## config.mk

```make
export PLATFORM = sky130hd
export DESIGN_NAME = updn_sweep_ctrl
export DESIGN_NICKNAME = d
export VERILOG_FILES = /design/src/rtl/updn_pkg.sv /design/src/rtl/updn_sweep_ctrl.sv
export SDC_FILE = /design/constraint.sdc
export NUM_CORES = 1
export LEC_CHECK = 0
export CAP_MARGIN = 0
export CORE_AREA = 5 5 74 76
export CTS_BUF_LIST = sky130_fd_sc_hd__clkbuf_8
export DETAILED_ROUTE_END_ITERATION = 10
export DIE_AREA = 0 0 79 81
export SLEW_MARGIN = 40
export SYNTH_ARGS = -nofsm -noshare
export SYNTH_HDL_FRONTEND = slang
export SYNTH_SLANG_ARGS = --single-unit
```

## constraint.sdc

```tcl
create_clock -name clk -period 2.1 [get_ports clk]
set_clock_uncertainty 0.15 [all_clocks]
set_input_delay 0.315 -clock clk [delete_from_list [all_inputs] [get_ports clk]]
set_output_delay 0.315 -clock clk [all_outputs]
set_load 0.02 [all_outputs]
```

## src/rtl/updn_pkg.sv

```systemverilog
// updn_pkg: shared state encoding and default widths for the up/down sweep controller
package updn_pkg;
  localparam int WIDTH_DEF = 5;
  localparam int SWEEP_W_DEF = 4;
  typedef enum logic [2:0] {
    IDLE = 3'd0,
    LOAD = 3'd1,
    UP   = 3'd2,
    DOWN = 3'd3,
    DONE = 3'd4
  } state_t;
endpackage

```

## src/rtl/updn_sweep_ctrl.sv

```systemverilog
// updn_sweep_ctrl: runs triangle sweeps Lo..Hi on an external loadable up/down counter
module updn_sweep_ctrl
  import updn_pkg::*;
#(
  parameter int WIDTH = WIDTH_DEF,
  parameter int SWEEP_W = SWEEP_W_DEF
) (
  input  logic               clk,
  input  logic               rst_n,
  input  logic               start,
  input  logic               abort,
  input  logic [WIDTH-1:0]   cfg_start,
  input  logic [WIDTH-1:0]   cfg_lo,
  input  logic [WIDTH-1:0]   cfg_hi,
  input  logic [SWEEP_W-1:0] cfg_sweeps,
  input  logic [WIDTH-1:0]   cnt_value,
  output logic [WIDTH-1:0]   cnt_in,
  output logic               cnt_load,
  output logic               cnt_up,
  output logic               cnt_down,
  output logic               busy,
  output logic               done,
  output logic               err,
  output logic [SWEEP_W-1:0] sweep_cnt
);
  state_t state, state_nxt;
  logic [WIDTH-1:0] start_q, lo_q, hi_q;
  logic [SWEEP_W-1:0] sweeps_q, sweep_inc;
  logic valid, req, at_hi, at_lo, last;
  assign valid = cfg_lo <= cfg_hi && cfg_lo <= cfg_start && cfg_start <= cfg_hi;
  assign req = state == IDLE && start && !abort;
  assign at_hi = cnt_value == hi_q;
  assign at_lo = cnt_value == lo_q;
  assign sweep_inc = sweep_cnt + SWEEP_W'(1);
  assign last = sweeps_q != '0 && sweep_inc == sweeps_q;
  assign cnt_in = state == LOAD ? start_q : '0;
  assign busy = state != IDLE;
  assign done = state == DONE && !abort;
  // abort suppresses every command in the cycle it is seen
  always_comb begin
    state_nxt = state;
    cnt_load = 1'b0;
    cnt_up = 1'b0;
    cnt_down = 1'b0;
    if (abort) state_nxt = IDLE;
    else
      case (state)
        IDLE: state_nxt = start && valid ? LOAD : IDLE;
        LOAD: begin
          cnt_load = 1'b1;
          state_nxt = UP;
        end
        UP: begin
          cnt_up = !at_hi;
          state_nxt = at_hi ? DOWN : UP;
        end
        DOWN: begin
          cnt_down = !at_lo;
          state_nxt = at_lo ? (last ? DONE : UP) : DOWN;
        end
        default: state_nxt = IDLE;
      endcase
  end
  always_ff @(posedge clk or negedge rst_n)
    if (!rst_n) begin
      state <= IDLE;
      start_q <= '0;
      lo_q <= '0;
      hi_q <= '0;
      sweeps_q <= '0;
      sweep_cnt <= '0;
      err <= 1'b0;
    end else begin
      state <= state_nxt;
      err <= req && !valid;
      start_q <= req && valid ? cfg_start : start_q;
      lo_q <= req && valid ? cfg_lo : lo_q;
      hi_q <= req && valid ? cfg_hi : hi_q;
      sweeps_q <= req && valid ? cfg_sweeps : sweeps_q;
      sweep_cnt <= req && valid ? '0 : state == DOWN && at_lo && !abort ? sweep_inc : sweep_cnt;
    end
endmodule
```

; ---- Yosys cells after proc, flatten, opt, wreduce, memory -nomap -nowiden
; Cells that the tools add are included.
[op_classes]
n_mux = 15
n_reduce_logical = 19
n_shift = 0
div = 0
n_mul = 0
n_lt_le_gt_ge = 3
n_eq_ne = 7
addsub = 1
bitwise = 0
[op_table]
columns = op, n
row1 = <= comparator 5 bit, 3
row2 = case mux 3 bit (4 select lines), 1
row3 = logical AND 1 bit, 11
row4 = equality test 5 bit, 2
row5 = 2-to-1 mux 3 bit, 3
row6 = 2-to-1 mux 1 bit, 8
row7 = 2-to-1 mux 4 bit, 2
row8 = equality test 3 x 2 -> 1 bit (second input constant), 2
row9 = 2-to-1 mux 5 bit, 1
row10 = adder 4 x 1 -> 4 bit (second input constant), 1
row11 = equality test 4 bit, 1
row12 = zero test 1 bit, 4
row13 = nonzero test 4 bit, 1
row14 = equality test 3 x 1 -> 1 bit (second input constant), 1
row15 = equality test 3 bit (second input constant), 1
row16 = zero test 3 bit, 1
row17 = nonzero test 3 bit, 1
row18 = nonzero test 2 bit, 1
[totals]
elab_cells = 52
in_bits = 28
ff_bits = 27
ram_bits = 0
latchBits = 0
out_inout_bits = 15
mem_bits_ro = 0
memories = 0

; ---- Logic depth before layout (Yosys ltp)
; Gate-level depths: netlist of the first run.
[depth]
ltp_word = 7
mapped_depth = 8

; ---- Worst setup path before layout of the first run
; OpenSTA, ideal clock, no wires.
[synth_path]
path_kind = input-to-reg
startpoint = input cfg_hi[2]
endpoint = register hi_q[0]
path_buffers = 1
arrival_time_ps = 1749
stages = 8
required_time_ps = 1825
slack_ps = 76
path_cell_list = inv_1 ha_1 and3_1 a31oi_1 o31ai_4 nand4_4 buf_6 mux2_4
[synth_via]
elab_chain_len = 4
elab_cells_between_ends = 5
[synth_lines]
columns = item, line
row1 = from (decl), updn_sweep_ctrl.sv:14  ; input logic [WIDTH-1:0] cfg_hi,
row2 = <= comparator 5 bit, updn_sweep_ctrl.sv:30  ; assign valid = cfg_lo <= cfg_hi && cfg_lo <= cfg_start && cfg_start <= cfg_hi;
row3 = logical AND 1 bit, updn_sweep_ctrl.sv:30
row4 = logical AND 1 bit *, updn_sweep_ctrl.sv:30
row5 = logical AND 1 bit *, updn_sweep_ctrl.sv:78  ; hi_q <= req && valid ? cfg_hi : hi_q;
row6 = to (signal assigned), updn_sweep_ctrl.sv:78
row7 = to (decl), updn_sweep_ctrl.sv:27  ; logic [WIDTH-1:0] start_q, lo_q, hi_q;
; Every way passes the cells marked *; elsewhere a longest branch is shown, timed or not.
; A chain may end at the register's enable or synchronous reset.

; ---- Final worst setup path of the first run
[layout_path]
startpoint = input cfg_lo[3]
endpoint = register sweeps_q[3]
[layout_via]
elab_chain_len = 4
elab_cells_between_ends = 5
[layout_lines]
columns = item, line
row1 = from (decl), updn_sweep_ctrl.sv:13  ; input logic [WIDTH-1:0] cfg_lo,
row2 = <= comparator 5 bit, updn_sweep_ctrl.sv:30
row3 = logical AND 1 bit * (2 in a row), updn_sweep_ctrl.sv:30
row4 = logical AND 1 bit *, updn_sweep_ctrl.sv:79  ; sweeps_q <= req && valid ? cfg_sweeps : sweeps_q;
row5 = to (signal assigned), updn_sweep_ctrl.sv:79
row6 = to (decl), updn_sweep_ctrl.sv:28  ; logic [SWEEP_W-1:0] sweeps_q, sweep_inc;
; Marked as above.

==> results of run 1 <==
## cells by family after synthesis
kind of cell    count (synthesis)
compound gates                 16
xor+xnor                       18
fa+ha+maj                      16
buf+inv                        14
flops                          27
mux                            21
simple gates                   50
## stage by stage
step                TNS (ps)  utilization  std cells  area, um2  hold slack [ps]
floorplan                  0            -        162       1830             -131
global placement      -11160        0.544        285       2530              341
detailed placement    -13710        0.544        285       2530              353
CTS                    -35.2        0.598        295       2790              273
global route           -79.3        0.605        296       2820              272
finish                     0        0.605        296       2820              259
## report_power, final
group          internal, mW  total, mW  switching [mW]
Combinational         0.527      0.839           0.312
Clock                 0.131      0.295           0.164
Sequential            0.696      0.844           0.149
## cells in the mapped netlist, drive strengths merged (4+ instances only)
library cell	instances
nor3	4
nand2	5
xor2	8
o21ai	4
xnor2	10
nand3	4
dfrtp	27
and2	10
nor2	10
ha	16
mux2	20
inv	12
a21oi	5
## sequential cells by signal, summed over array words and instances (netlist names)
register   flops
start_q        5
lo_q           5
err            1
sweeps_q       4
sweep_cnt      4
hi_q           5
state          3
## final timing paths
kind                            startpoint           end  slack (ps)  cells past startpoint
worst max-delay path             cfg_lo[3]   sweeps_q[3]          30                      9
worst min-delay path                 rst_n  sweep_cnt[1]         260                      2
worst max register to register    state[1]   sweeps_q[3]          70                      8
worst min register to register  start_q[1]    start_q[1]         370                      1
max in group asynchronous            rst_n  sweep_cnt[0]        1280                      2
min in group clk                 cfg_hi[2]       hi_q[2]         270                      2
## routing by layer
| layer | vias to the layer above | global-route usage | part of all wire |
|---|---|---|---|
| met1 | 758 | 0.201 | 0.40 |
| li1 | 730 | - | - |
| met4 | 0 | 0.0773 | 0.035 |
| met3 | 14 | 0.0299 | 0.049 |
| met2 | 44 | 0.313 | 0.52 |
| met5 | - | 0 | 0 |
## area by class of cell
type / instances / area [um2]
clock buffer: 3 / 41.3
inverter: 12 / 45.0
tap: 54 / 67.6
fill: 394 / 1840
multi-input combinational: 121 / 1250
sequential: 27 / 676
clock inverter: 1 / 3.75
timing repair buffer: 78 / 729
## repair_timing
action | in CTS | in global routing
buffers inserted | 4 | 1
gates cloned | 2 | 0
gates resized for setup | 70 | 21
endpoints found under the setup margin | 33 | 28
pin swaps | 8 | 11
## worst reg2reg max path: stages (launching register included)
cell	delay (ps)
dfrtp_1	410
buf_4	160
nor3_4	200
nand2_2	110
nor2_4	140
nand4_4	140
buf_12	170
buf_12	140
mux2_4	300
==> run summary, run 1 <==
Final min period: 2070 ps
TritonRoute pass-1 iters: 4
combined buffer and inverter count along the critical path: 3
cell family with most CP delay: buffers and inverters
Arr. time, crit path: 2090 ps
FP Rows: 25
floorplan die height: 81 um
DP Wirelength: 3870 um
number of buffers on the longest clock path: 2
area added between synthesis and finish: 54.2%
flip-flop and latch count after synthesis: 27
synth unique cells: 39
final wirelength: 5130 um
largest area contributor in the netlist: dfrtp_1
Horiz. Die Dim: 79 um
Cell Chain, Critical Path: clkdlybuf4s15_2 > ha_4 > a21o_1 > a21oi_1 > a32o_2 > nand4_4 > buf_12 > buf_12 > mux2_4
area share of and/or/nand/nor cells after synthesis: 0.171
pre-CTS worst setup slack: -574 ps
synthesized net count: 206
endpoint kind of the worst setup timing path: register
cell with the biggest individual delay on the critical path: mux2_4
Tightest Pin Transition: 400 ps
Num CTS Buffers: 3
routability-driven placement congestion ratio: 0.877
post-synthesis sequential area ratio: 0.370
ratio of cells with drive above 1 in the final layout: 0.421
portion of the clock cycle consumed by the worst path in the final layout: 0.988
type of the worst setup path: input port to register
leading post-synthesis cells by cell area: dfrtp_1, mux2_4, ha_1, xnor2_1, xor2_1
DRC: 0
share of synthesized area spent on multiplexers: 0.162
result of the run: complete, no violations
Final setup violation count: 0
initial antenna violation count: 0
antenna fix cells: 0
clock slew seen by the registers of the worst setup and hold paths: 90 ps
area fraction in compound gates after synthesis: 0.0644
delay contributed by the slowest stage of the critical path: 300 ps
MaxCap Viol Count: 0
static power due to leakage: 1.39 nW
Synth Instances: 162
fraction of synthesized cell area taken by the top area cell type: 0.370
maximum vdd ir drop: 0.000286 V
Clock Latency Late Sink: 270 ps
number of nets in the layout: 287
count of endpoints failing hold in the final timing report: 0
count of input and output buffers: 42
maximum achievable frequency: 0.482 GHz
crit path max fanout: 7
number of vias per cell after detailed routing: 5.22
setup repair after global routing missed its margin: yes
Sink Count: 27
total power: 1.98 mW
starting utilization of the core area: 0.392
cell at the root of the clock tree: clkbuf_8
routed length per placed instance: 17.3 um
clock tree from TritonCTS: built
launching element type of the critical path: input port
Hold Crit Class: input port to asynchronous set/reset pin
maximum number of pins on one net before global-route repair: 28
DRT antenna net count: 0
leading cell type in the layout, fill and taps excluded: buf_4
count of final max-slew check failures: 0
number of warning messages in the yosys log: 0
commonest cells after routing, fill and taps aside: buf_4, dfrtp_1, mux2_4
cell seen most often among critical-path stages: buf_12
via count of the first global-routing pass: 1,751
crit path setup slack, layout: 25.1 ps
number of synthesized flops with an enable pin: 0
all-layer global routing usage: 0.174
hold buffers post-CTS: 0
number of DRC markers in iteration 0: 49
main flop type after synthesis: dfrtp_1
post-synthesis instance area: 1830 um2
adder-cell share of the synthesized area: 0.110
pwr/cell area: 702 nW/um2
main combinational cell family by area after synthesis: simple AND/OR/NAND/NOR gates
global-route wire length before repair: 8630 um
headroom to the max-slew limit: 0.729
required time reported for the critical path endpoint: 2110 ps
via count of the routed design: 1,546
mean instance size in the synthesized netlist: 11.3 um2
CORE AREA: 4660 um2
total die area: 6400 um2
ys async rst share: 1.00
XOR/XNOR share of the synthesized area: 0.0863
gr ovfl total: 0
CTS H-Tree Depth: 1
Ports: 43
(Power assumes the default switching activity.)
==> run 2, diff against run 1 <==
- ABC_CLOCK_PERIOD_IN_PS: not set -> 2100
==> results of run 2 <==
Same layout as run 1: the final DEF is identical, and so are final timing and power.
==> run 3, diff against run 2 <==
- RECOVER_POWER: not set -> 25
==> run 3 against run 2 <==
Sequential power hardly changed; largest cell class unchanged; clock power is essentially flat; die area unchanged; flip-flop and latch count is the same; combinational power is essentially flat; final area about the same; global-route usage is the same; critical path depth is the same; worst setup slack stayed put; register-to-register slack about the same; via count is the same; clock-buffer cell count is the same.
==> run summary, run 3 (synthesized netlist as in run 1, its figures left out) <==
result of the run: complete, no violations (unchanged)
layout filler cell count: 395 (was 394)
Horiz. Die Dim: 79 um (unchanged)
clock slew seen by the registers of the worst setup and hold paths: 90 ps (about the same)
required time reported for the critical path endpoint: 2110 ps (about the same)
launching element type of the critical path: input port (unchanged)
top layer used by detailed routing: met4 (unchanged)
maximum number of pins on one net before global-route repair: 28 (unchanged)
total negative setup slack: 0 ps (unchanged)
count of input and output buffers: 42 (unchanged)
total die area: 6400 um2 (unchanged)
initial antenna violation count: 0 (unchanged)
gr ovfl total: 0 (unchanged)
Tightest Pin Transition: 696 ps (was 400 ps)
maximum achievable frequency: 0.482 GHz (unchanged)
endpoint kind of the worst setup timing path: register (unchanged)
headroom to the max-slew limit: 0.536 (was 0.729)
DRT antenna net count: 0 (unchanged)
crit path max fanout: 7 (unchanged)
number of DRC markers in iteration 0: 49 (unchanged)
registers with the highest flip-flop counts: hi_q x5, lo_q x5, start_q x5 (unchanged)
number of placed instances, taps included: 285 (unchanged)
antenna fix cells: 0 (unchanged)
worst hold path cell count: 2
Layout Cells excl Fill: 296 (unchanged)
global-route wire length before repair: 8630 um (unchanged)
via count of the routed design: 1,546 (unchanged)
starting utilization of the core area: 0.392 (unchanged)
all-layer global routing usage: 0.174 (unchanged)
instance area at placement: 2530 um2 (unchanged)
Num CTS Buffers: 3 (unchanged)
static power due to leakage: 1.39 nW (about the same)
Ports: 43 (unchanged)
MaxCap Viol Count: 0 (unchanged)
wire length on met1: 2030 um (unchanged)
Arr. time, crit path: 2090 ps (about the same)
type of the worst setup path: input port to register (unchanged)
DRC: 0 (unchanged)
count of final max-slew check failures: 0 (unchanged)
area taken by multi-input logic gates: 1250 um2 (unchanged)
leading cell type in the layout, fill and taps excluded: buf_4 (unchanged)
pwr/cell area: 702 nW/um2 (about the same)
routed length per placed instance: 17.3 um (about the same)
number of nets in the layout: 287 (unchanged)
routability-driven placement congestion ratio: 0.877 (unchanged)
maximum vdd ir drop: 0.000286 V (about the same)
Layout Cell Area excl Fill: 2820 um2 (about the same)
Final min period: 2070 ps (unchanged)
portion of the clock cycle consumed by the worst path in the final layout: 0.988 (unchanged)
area taken by flip-flops and latches: 676 um2 (unchanged)
cell at the root of the clock tree: clkbuf_8 (unchanged)
ratio of cells with drive above 1 in the final layout: 0.421 (unchanged)
FP Rows: 25 (unchanged)
CORE AREA: 4660 um2 (unchanged)
Hold Crit Class: input port to register (was input port to asynchronous set/reset pin)
area added between synthesis and finish: 54.1% (was 54.2%)
hold buffers post-CTS: 0 (unchanged)
cell depth of the worst flop-to-flop path: 8 (unchanged)
number of buffers on the longest clock path: 2 (unchanged)
detailed route wirelength on metal3: 253 um (unchanged)
final wirelength: 5120 um (was 5130 um)
count of endpoints failing hold in the final timing report: 0 (unchanged)
clock tree from TritonCTS: built (unchanged)
floorplan die height: 81 um (unchanged)
setup repair after global routing missed its margin: yes (unchanged)
TritonRoute pass-1 iters: 4 (unchanged)
CTS H-Tree Depth: 1 (unchanged)
number of vias per cell after detailed routing: 5.22 (unchanged)
Final setup violation count: 0 (unchanged)
Sink Count: 27 (unchanged)
Clock Latency Late Sink: 270 ps (about the same)
via count of the first global-routing pass: 1,751 (unchanged)
DP Wirelength: 3870 um (unchanged)
met2 wirelength from detailed routing: 2660 um (unchanged)
commonest cells after routing, fill and taps aside: buf_4, dfrtp_1, mux2_4 (unchanged)
run 3: cell types whose count changed in the layout (fill, tap and decap cells not counted), sizes merged:
cell           change
clkdlybuf4s50      -1
buf                -1
dlygate4sd3        +1
clkbuf             +1
run 3: worst paths after layout:
check | from | to | slack, ps
max | cfg_lo[3] | sweeps_q[3] | 30
min | cfg_hi[2] | hi_q[2] | 270
max reg2reg | state[1] | sweeps_q[3] | 70
min reg2reg | start_q[1] | start_q[1] | 370
max in group asynchronous | rst_n | sweep_cnt[0] | 900
min in group asynchronous | rst_n | sweep_cnt[1] | 450
run 3: layer usage:
| layer | up-vias | global-route usage |
|---|---|---|
| li1 | 730 | - |
| met3 | 14 | 0.0299 |
| met2 | 44 | 0.313 |
| met4 | 0 | 0.0773 |
| met1 | 758 | 0.201 |
| met5 | - | 0 |
run 3: worst max-delay path, stage by stage:
cell             delay, ps
clkdlybuf4s15_2        280
ha_4                   230
a21o_1                 180
a21oi_1                140
a32o_2                 190
nand4_4                140
buf_12                 170
buf_12                 130
mux2_4                 300
run 3: power by group:
group | switching (mW) | total (mW) | internal, mW
registers | 0.149 | 0.844 | 0.695
clock network | 0.164 | 0.295 | 0.131
logic | 0.312 | 0.838 | 0.526
total | 0.625 | 1.98 | 1.35
run 3: what timing repair did:
item	4_1_cts	5_1_grt
gates cloned	2	0
pin swaps	8	11
setup endpoints to repair	33	28
resized for setup	70	21
hold endpoints to repair	0	0
setup buffers	4	1
run 3: final cells by class:
type / instances / share of cell area
tap: 54 / 0.0240
inverter: 12 / 0.0160
clock inverter: 1 / 0.00133
timing repair buffer: 78 / 0.258
multi-input combinational: 121 / 0.446
clock buffer: 3 / 0.0147
sequential: 27 / 0.240
run 3: through the flow:
step,hold WS (ps),utilization,total power [mW],setup slack (ps)
finish,267,0.604,1.98,25.1
global placement,341,0.544,1.54,-462
floorplan,-131,-,1.29,75.8
global route,272,0.604,2.10,-26.0
CTS,273,0.598,1.96,-35.2
detailed placement,353,0.544,1.59,-574
